## src/rtl/rf_write_arbiter.sv

```systemverilog
// Register-file write-port arbiter: write-back has fixed priority, long-latency
// results wait in a small FIFO and drain into idle slots, with an age-driven stall.
module rf_write_arbiter #(
  parameter int DEPTH    = 2,
  parameter int MAX_WAIT = 8
) (
  input  logic        clk_i,
  input  logic        rst_i,
  input  logic [4:0]  WB_reg_write_address_i,
  input  logic [31:0] WB_reg_write_data_i,
  input  logic        WB_ctrl_reg_write_i,
  input  logic        LU_valid_i,
  input  logic [4:0]  LU_rd_i,
  input  logic [31:0] LU_data_i,
  output logic        LU_ready_o,
  output logic [4:0]  RF_write_address_o,
  output logic [31:0] RF_write_data_o,
  output logic        RF_write_enable_o,
  output logic        stall_o,
  input  logic [4:0]  pend_rd_query_i,
  output logic        pend_hit_o
);

  localparam int AW   = (DEPTH > 1) ? $clog2(DEPTH) : 1;
  localparam int CW   = AW + 1;
  localparam int AGEW = $clog2(MAX_WAIT + 1);

  logic [4:0]      rd_q    [DEPTH];
  logic [4:0]      rd_d    [DEPTH];
  logic [31:0]     data_q  [DEPTH];
  logic [31:0]     data_d  [DEPTH];
  logic [DEPTH-1:0] valid_q, valid_d;
  logic [DEPTH-1:0] kill_q, kill_d;
  logic [AW-1:0]   rd_ptr_q, rd_ptr_d;
  logic [AW-1:0]   wr_ptr_q, wr_ptr_d;
  logic [CW-1:0]   count_q, count_d;
  logic [AGEW-1:0] age_q, age_d;
  logic            stall_q, stall_d;

  logic wb_w, full, empty, accept, push, pop;
  logic head_killed, head_live;

  assign wb_w        = WB_ctrl_reg_write_i && (WB_reg_write_address_i != 5'd0);
  assign full        = (count_q == CW'(DEPTH));
  assign empty       = (count_q == '0);
  assign accept      = LU_valid_i && !full;
  // r0 results complete the handshake but are dropped here.
  assign push        = accept && (LU_rd_i != 5'd0);
  assign head_killed = !empty && kill_q[rd_ptr_q];
  assign head_live   = !empty && !kill_q[rd_ptr_q];
  // A killed head never uses the port, so it retires even under write-back.
  assign pop         = head_killed || (head_live && !wb_w);

  assign LU_ready_o  = !full;
  assign stall_o     = stall_q;

  always_comb begin
    RF_write_enable_o  = 1'b0;
    RF_write_address_o = 5'd0;
    RF_write_data_o    = 32'd0;
    if (!rst_i) begin
      if (wb_w) begin
        RF_write_enable_o  = 1'b1;
        RF_write_address_o = WB_reg_write_address_i;
        RF_write_data_o    = WB_reg_write_data_i;
      end else if (head_live) begin
        RF_write_enable_o  = 1'b1;
        RF_write_address_o = rd_q[rd_ptr_q];
        RF_write_data_o    = data_q[rd_ptr_q];
      end
    end
  end

  always_comb begin
    pend_hit_o = 1'b0;
    if (!rst_i && (pend_rd_query_i != 5'd0)) begin
      for (int i = 0; i < DEPTH; i++) begin
        if (valid_q[i] && !kill_q[i] && (rd_q[i] == pend_rd_query_i)) pend_hit_o = 1'b1;
      end
    end
  end

  always_comb begin
    rd_d     = rd_q;
    data_d   = data_q;
    valid_d  = valid_q;
    kill_d   = kill_q;
    rd_ptr_d = rd_ptr_q;
    wr_ptr_d = wr_ptr_q;
    count_d  = count_q;
    age_d    = age_q;
    stall_d  = 1'b0;

    // Write-back is younger in program order, so it supersedes queued writes.
    if (wb_w) begin
      for (int i = 0; i < DEPTH; i++) begin
        if (valid_q[i] && (rd_q[i] == WB_reg_write_address_i)) kill_d[i] = 1'b1;
      end
    end

    if (pop) begin
      valid_d[rd_ptr_q] = 1'b0;
      kill_d[rd_ptr_q]  = 1'b0;
      rd_ptr_d          = rd_ptr_q + AW'(1);
    end

    if (push) begin
      valid_d[wr_ptr_q] = 1'b1;
      rd_d[wr_ptr_q]    = LU_rd_i;
      data_d[wr_ptr_q]  = LU_data_i;
      kill_d[wr_ptr_q]  = wb_w && (LU_rd_i == WB_reg_write_address_i);
      wr_ptr_d          = wr_ptr_q + AW'(1);
    end

    case ({push, pop})
      2'b10:   count_d = count_q + CW'(1);
      2'b01:   count_d = count_q - CW'(1);
      default: count_d = count_q;
    endcase

    if (empty || pop) begin
      age_d = '0;
    end else if (age_q != AGEW'(MAX_WAIT)) begin
      age_d = age_q + AGEW'(1);
    end

    stall_d = !empty && !pop && (age_q == AGEW'(MAX_WAIT));
  end

  always_ff @(posedge clk_i or posedge rst_i) begin
    if (rst_i) begin
      for (int i = 0; i < DEPTH; i++) begin
        rd_q[i]   <= 5'd0;
        data_q[i] <= 32'd0;
      end
      valid_q  <= '0;
      kill_q   <= '0;
      rd_ptr_q <= '0;
      wr_ptr_q <= '0;
      count_q  <= '0;
      age_q    <= '0;
      stall_q  <= 1'b0;
    end else begin
      rd_q     <= rd_d;
      data_q   <= data_d;
      valid_q  <= valid_d;
      kill_q   <= kill_d;
      rd_ptr_q <= rd_ptr_d;
      wr_ptr_q <= wr_ptr_d;
      count_q  <= count_d;
      age_q    <= age_d;
      stall_q  <= stall_d;
    end
  end

endmodule

```

## config.mk

```make
export PLATFORM = sky130hd
export DESIGN_NAME = rf_write_arbiter
export DESIGN_NICKNAME = d
export VERILOG_FILES = /design/src/rtl/rf_write_arbiter.sv
export SDC_FILE = /design/constraint.sdc
export NUM_CORES = 1
export LEC_CHECK = 0
export BUFFER_PORTS_ARGS = -buffer_cell sky130_fd_sc_hd__buf_2
export CAP_MARGIN = 20
export CORE_MARGIN = 1.5
export CORE_UTILIZATION = 25
export DETAILED_ROUTE_END_ITERATION = 8
export SLEW_MARGIN = 20
export SYNTH_ARGS = -nofsm -noshare
export SYNTH_HDL_FRONTEND = slang
export SYNTH_SLANG_ARGS = --single-unit
```

## constraint.sdc

```tcl
create_clock -name clk_i -period 2.65 [get_ports clk_i]
set_input_delay 0.1325 -clock clk_i [delete_from_list [all_inputs] [get_ports clk_i]]
set_output_delay 0.1325 -clock clk_i [all_outputs]
set_load 0.01 [all_outputs]
```

==> metrics.txt <==
postcts setup bufs=0; CTS Sinks=87; Pins Over Slew Limit=0; status=finished with violations; die area=0.01945 sq mm; die height=139.5 um; CTS resizes=0; Pre-antenna DRT Iters=6; Worst Slack Setup Final=~0.51 ns; worst reg2reg setup slack=0.58 ns; largest net degree at the start of global routing=55; Leak=2.675 nW; post-place setup slack=0.5145 ns; Final nets=about 590; ys async rst share=100.0%; CTS buffer count=9; endpoints failing setup=0; Residual DRC=4; crit-path cells=buf_4 -> mux2i_1 -> a211oi_1 -> buf_2; GPL Wtd Cong=0.8134; Max Cap Viol=0; dpl hpwl=8.107 mm; Hold Violations, Final=0; CP max stage delay=0.62 ns; Critical Path Fanout Max=40; Net Sw Frac=around 33%; yosys warns=0; Pwr Density=1094 mW/mm^2; ANT nets after route=0; routed vias=3456; FMAX=0.4681 GHz; Crit-path slowest cell=buf_4; Net Count, Synth=approximately 480; delay-heaviest family, CP=buffers and inverters; sequential share of the synthesized area=46.76%; area delta synth->final=25.93%; overflow left after global routing=0; Mapped Cells=390; first-pass GRT wire length=18.89 mm; layout cells sized above 1=45.01%; clk slew on worst S/H paths=0.06 ns; Reg2Reg Launch Point=count_q[0]$_DFFE_PP0P_; Startpoint Class=register; mean routed wirelength per cell=~16 um; Worst Clk Skew=0.003228 ns; Slew HR=about 49%; Crit. End Element=output pin; Register-to-Register Path Depth=4; CORE AREA=0.01809 sq mm; power share of the combinational group=approximately 40%; Clock Latency Late Sink=0.34 ns; Antenna Diode Count=0; Clock Tree Root=clkbuf_16; Yosys reg bits=87; hold_buf cts=0; number of distinct library cells after synthesis=37; critical setup path kind=register to output pin; Arr. time, crit path=2.00 ns; worst hold path startpoint=LU_data_i[23]; Post-Syn Area=0.004656 sq mm; number of placement rows=49; chip width=139.5 um; IO Port Bufs=123; Syn Area/Cell=about 12 sq um; Max Buffers Root-to-Sink=2; Min-Delay Endpoint=data_q[55]$_DFFE_PP0P_; min-delay worst type=input port to register; Primary FF master, synth=dfrtp_1; EDFF count, synth=0; setup tns final=0 ns; Routed WL=approximately 11 mm; IO Pins=124; Final Critical Period=about 2.1 ns; Worst Hold Path Cells=2; CTS tree=done; NetSw=0.002137 W; initial antenna violation count=0; R2R Path End=data_q[40]$_DFFE_PP0P_; Worst EP required=2.52 ns; First DRT Iteration DRCs=100; internal power=0.004279 W; actual slew at the worst max-slew pin=0.7580 ns; htree depth=3; RSZ-0062 raised after global routing=no; post-DR vias/cell=4.670; Buf/Inv on CP=2; worst vdd ir=roughly 0.40 mV; Seq pwr share=37.7%; Initial Util=25.74%; violated checks=DRC; Clock power frac=~22%; total track usage=12.41%; final worst-path cycle share=80.62%; number of global-route vias before repair=3729
## state kept, by name (all words and copies together), names as in the netlist
signal    count
stall_o       1
rd_ptr_q      1
wr_ptr_q      1
kill_q        2
count_q       2
rd_q         10
age_q         4
valid_q       2
data_q       64
## layout make-up
| cell class | count | area (sq um) |
|---|---|---|
| multi-input combinational | 269 | 2317 |
| inverter | 7 | 30.03 |
| clock buffer | 12 | 266.5 |
| timing repair buffer | 132 | 708.2 |
| sequential | 87 | 2178 |
| tap | 229 | 286.5 |
| fill | 1804 | 12220 |
| clock inverter | 4 | 76.32 |
## through the flow
| step | hold WS, ns | cell area, sq um | total power, W | util (%) | std cells |
|---|---|---|---|---|---|
| floorplan | 0.2805 | 4659 | 0.004310 | - | 390 |
| global placement | 0.3785 | 5520 | 0.004943 | 30.52 | 724 |
| detailed placement | 0.3825 | 5520 | 0.005051 | 30.52 | 724 |
| CTS | 0.008539 | 5863 | 0.006543 | 32.42 | 740 |
| global route | 0.01314 | 5863 | 0.006882 | 32.42 | 740 |
| finish | 0.03408 | 5863 | 0.006416 | 32.42 | 740 |
## power groups by stage
stage | Combinational (W) | Clock [W] | Sequential [W]
6_report | 0.00257 | 0.00142 | 0.00242
5_1_grt | 0.00282 | 0.00155 | 0.00251
4_1_cts | 0.00263 | 0.00149 | 0.00242
3_5_place_dp | 0.00261 | 0 | 0.00244
3_3_place_gp | 0.00254 | 0 | 0.00240
2_1_floorplan | 0.00201 | 0 | 0.00230
## cell usage after synthesis (4+ instances only)
library cell	instances	area, sq um
buf_4	7	52.55
a211oi_1	38	285.3
buf_6	4	45.04
a21oi_1	4	20.02
mux2_2	66	743.2
nor2_1	45	168.9
xnor2_1	14	122.6
mux2i_1	39	390.4
or4_1	4	30.03
clkbuf_1	9	33.78
inv_1	7	26.28
buf_2	7	35.03
dfrtp_1	87	2177
xor2_1	18	157.7
mux2_4	8	120.1
## worst max path at each step
stage | startpoint | cells past startpoint | to | slack, ns
after floorplan | rst_i | 5 | RF_write_data_o[12] | 0.54
after global placement | WB_reg_write_address_i[0] | 7 | count_q[1]$_DFFE_PP0P_ | 0.54
after detailed placement | WB_reg_write_address_i[0] | 7 | count_q[1]$_DFFE_PP0P_ | 0.51
after CTS | rd_ptr_q$_DFFE_PP0N_ | 4 | RF_write_data_o[12] | 0.47
after global routing | rd_ptr_q$_DFFE_PP0N_ | 6 | RF_write_data_o[2] | 0.31
final | rd_ptr_q$_DFFE_PP0N_ | 4 | RF_write_data_o[12] | 0.51
## layout by cell type, fill, tap and decap left out, drive strengths merged, types with 4 or more instances in the layout
cell,Yosys,layout
a211oi,38,38
a21oi,4,4
buf,18,132
clkbuf,9,12
dfrtp,87,87
inv,7,6
mux2,74,74
mux2i,39,39
nor2,45,45
o21ai,5,5
or4,5,5
xnor2,14,14
xor2,18,18
## kinds of logic after synthesis
group	after synthesis	share of synthesized area, %
compound gates	56	8.895
xor+xnor	32	6.020
fa+ha+maj	3	0.8063
buf+inv	34	4.139
flops	87	46.76
mux	113	26.93
simple gates	65	6.450
## per-layer routing
| metal | wire [um] | global-route usage, % | vias to the layer above |
|---|---|---|---|
| met4 | 192 | 5.991 | 0 |
| met3 | 455 | 2.443 | 11 |
| li1 | - | - | 1637 |
| met5 | 0 | 0 | - |
| met1 | 4963 | 14.62 | 1744 |
| met2 | 5860 | 21.63 | 64 |
No activity file was read; power rests on OpenSTA's default activity.
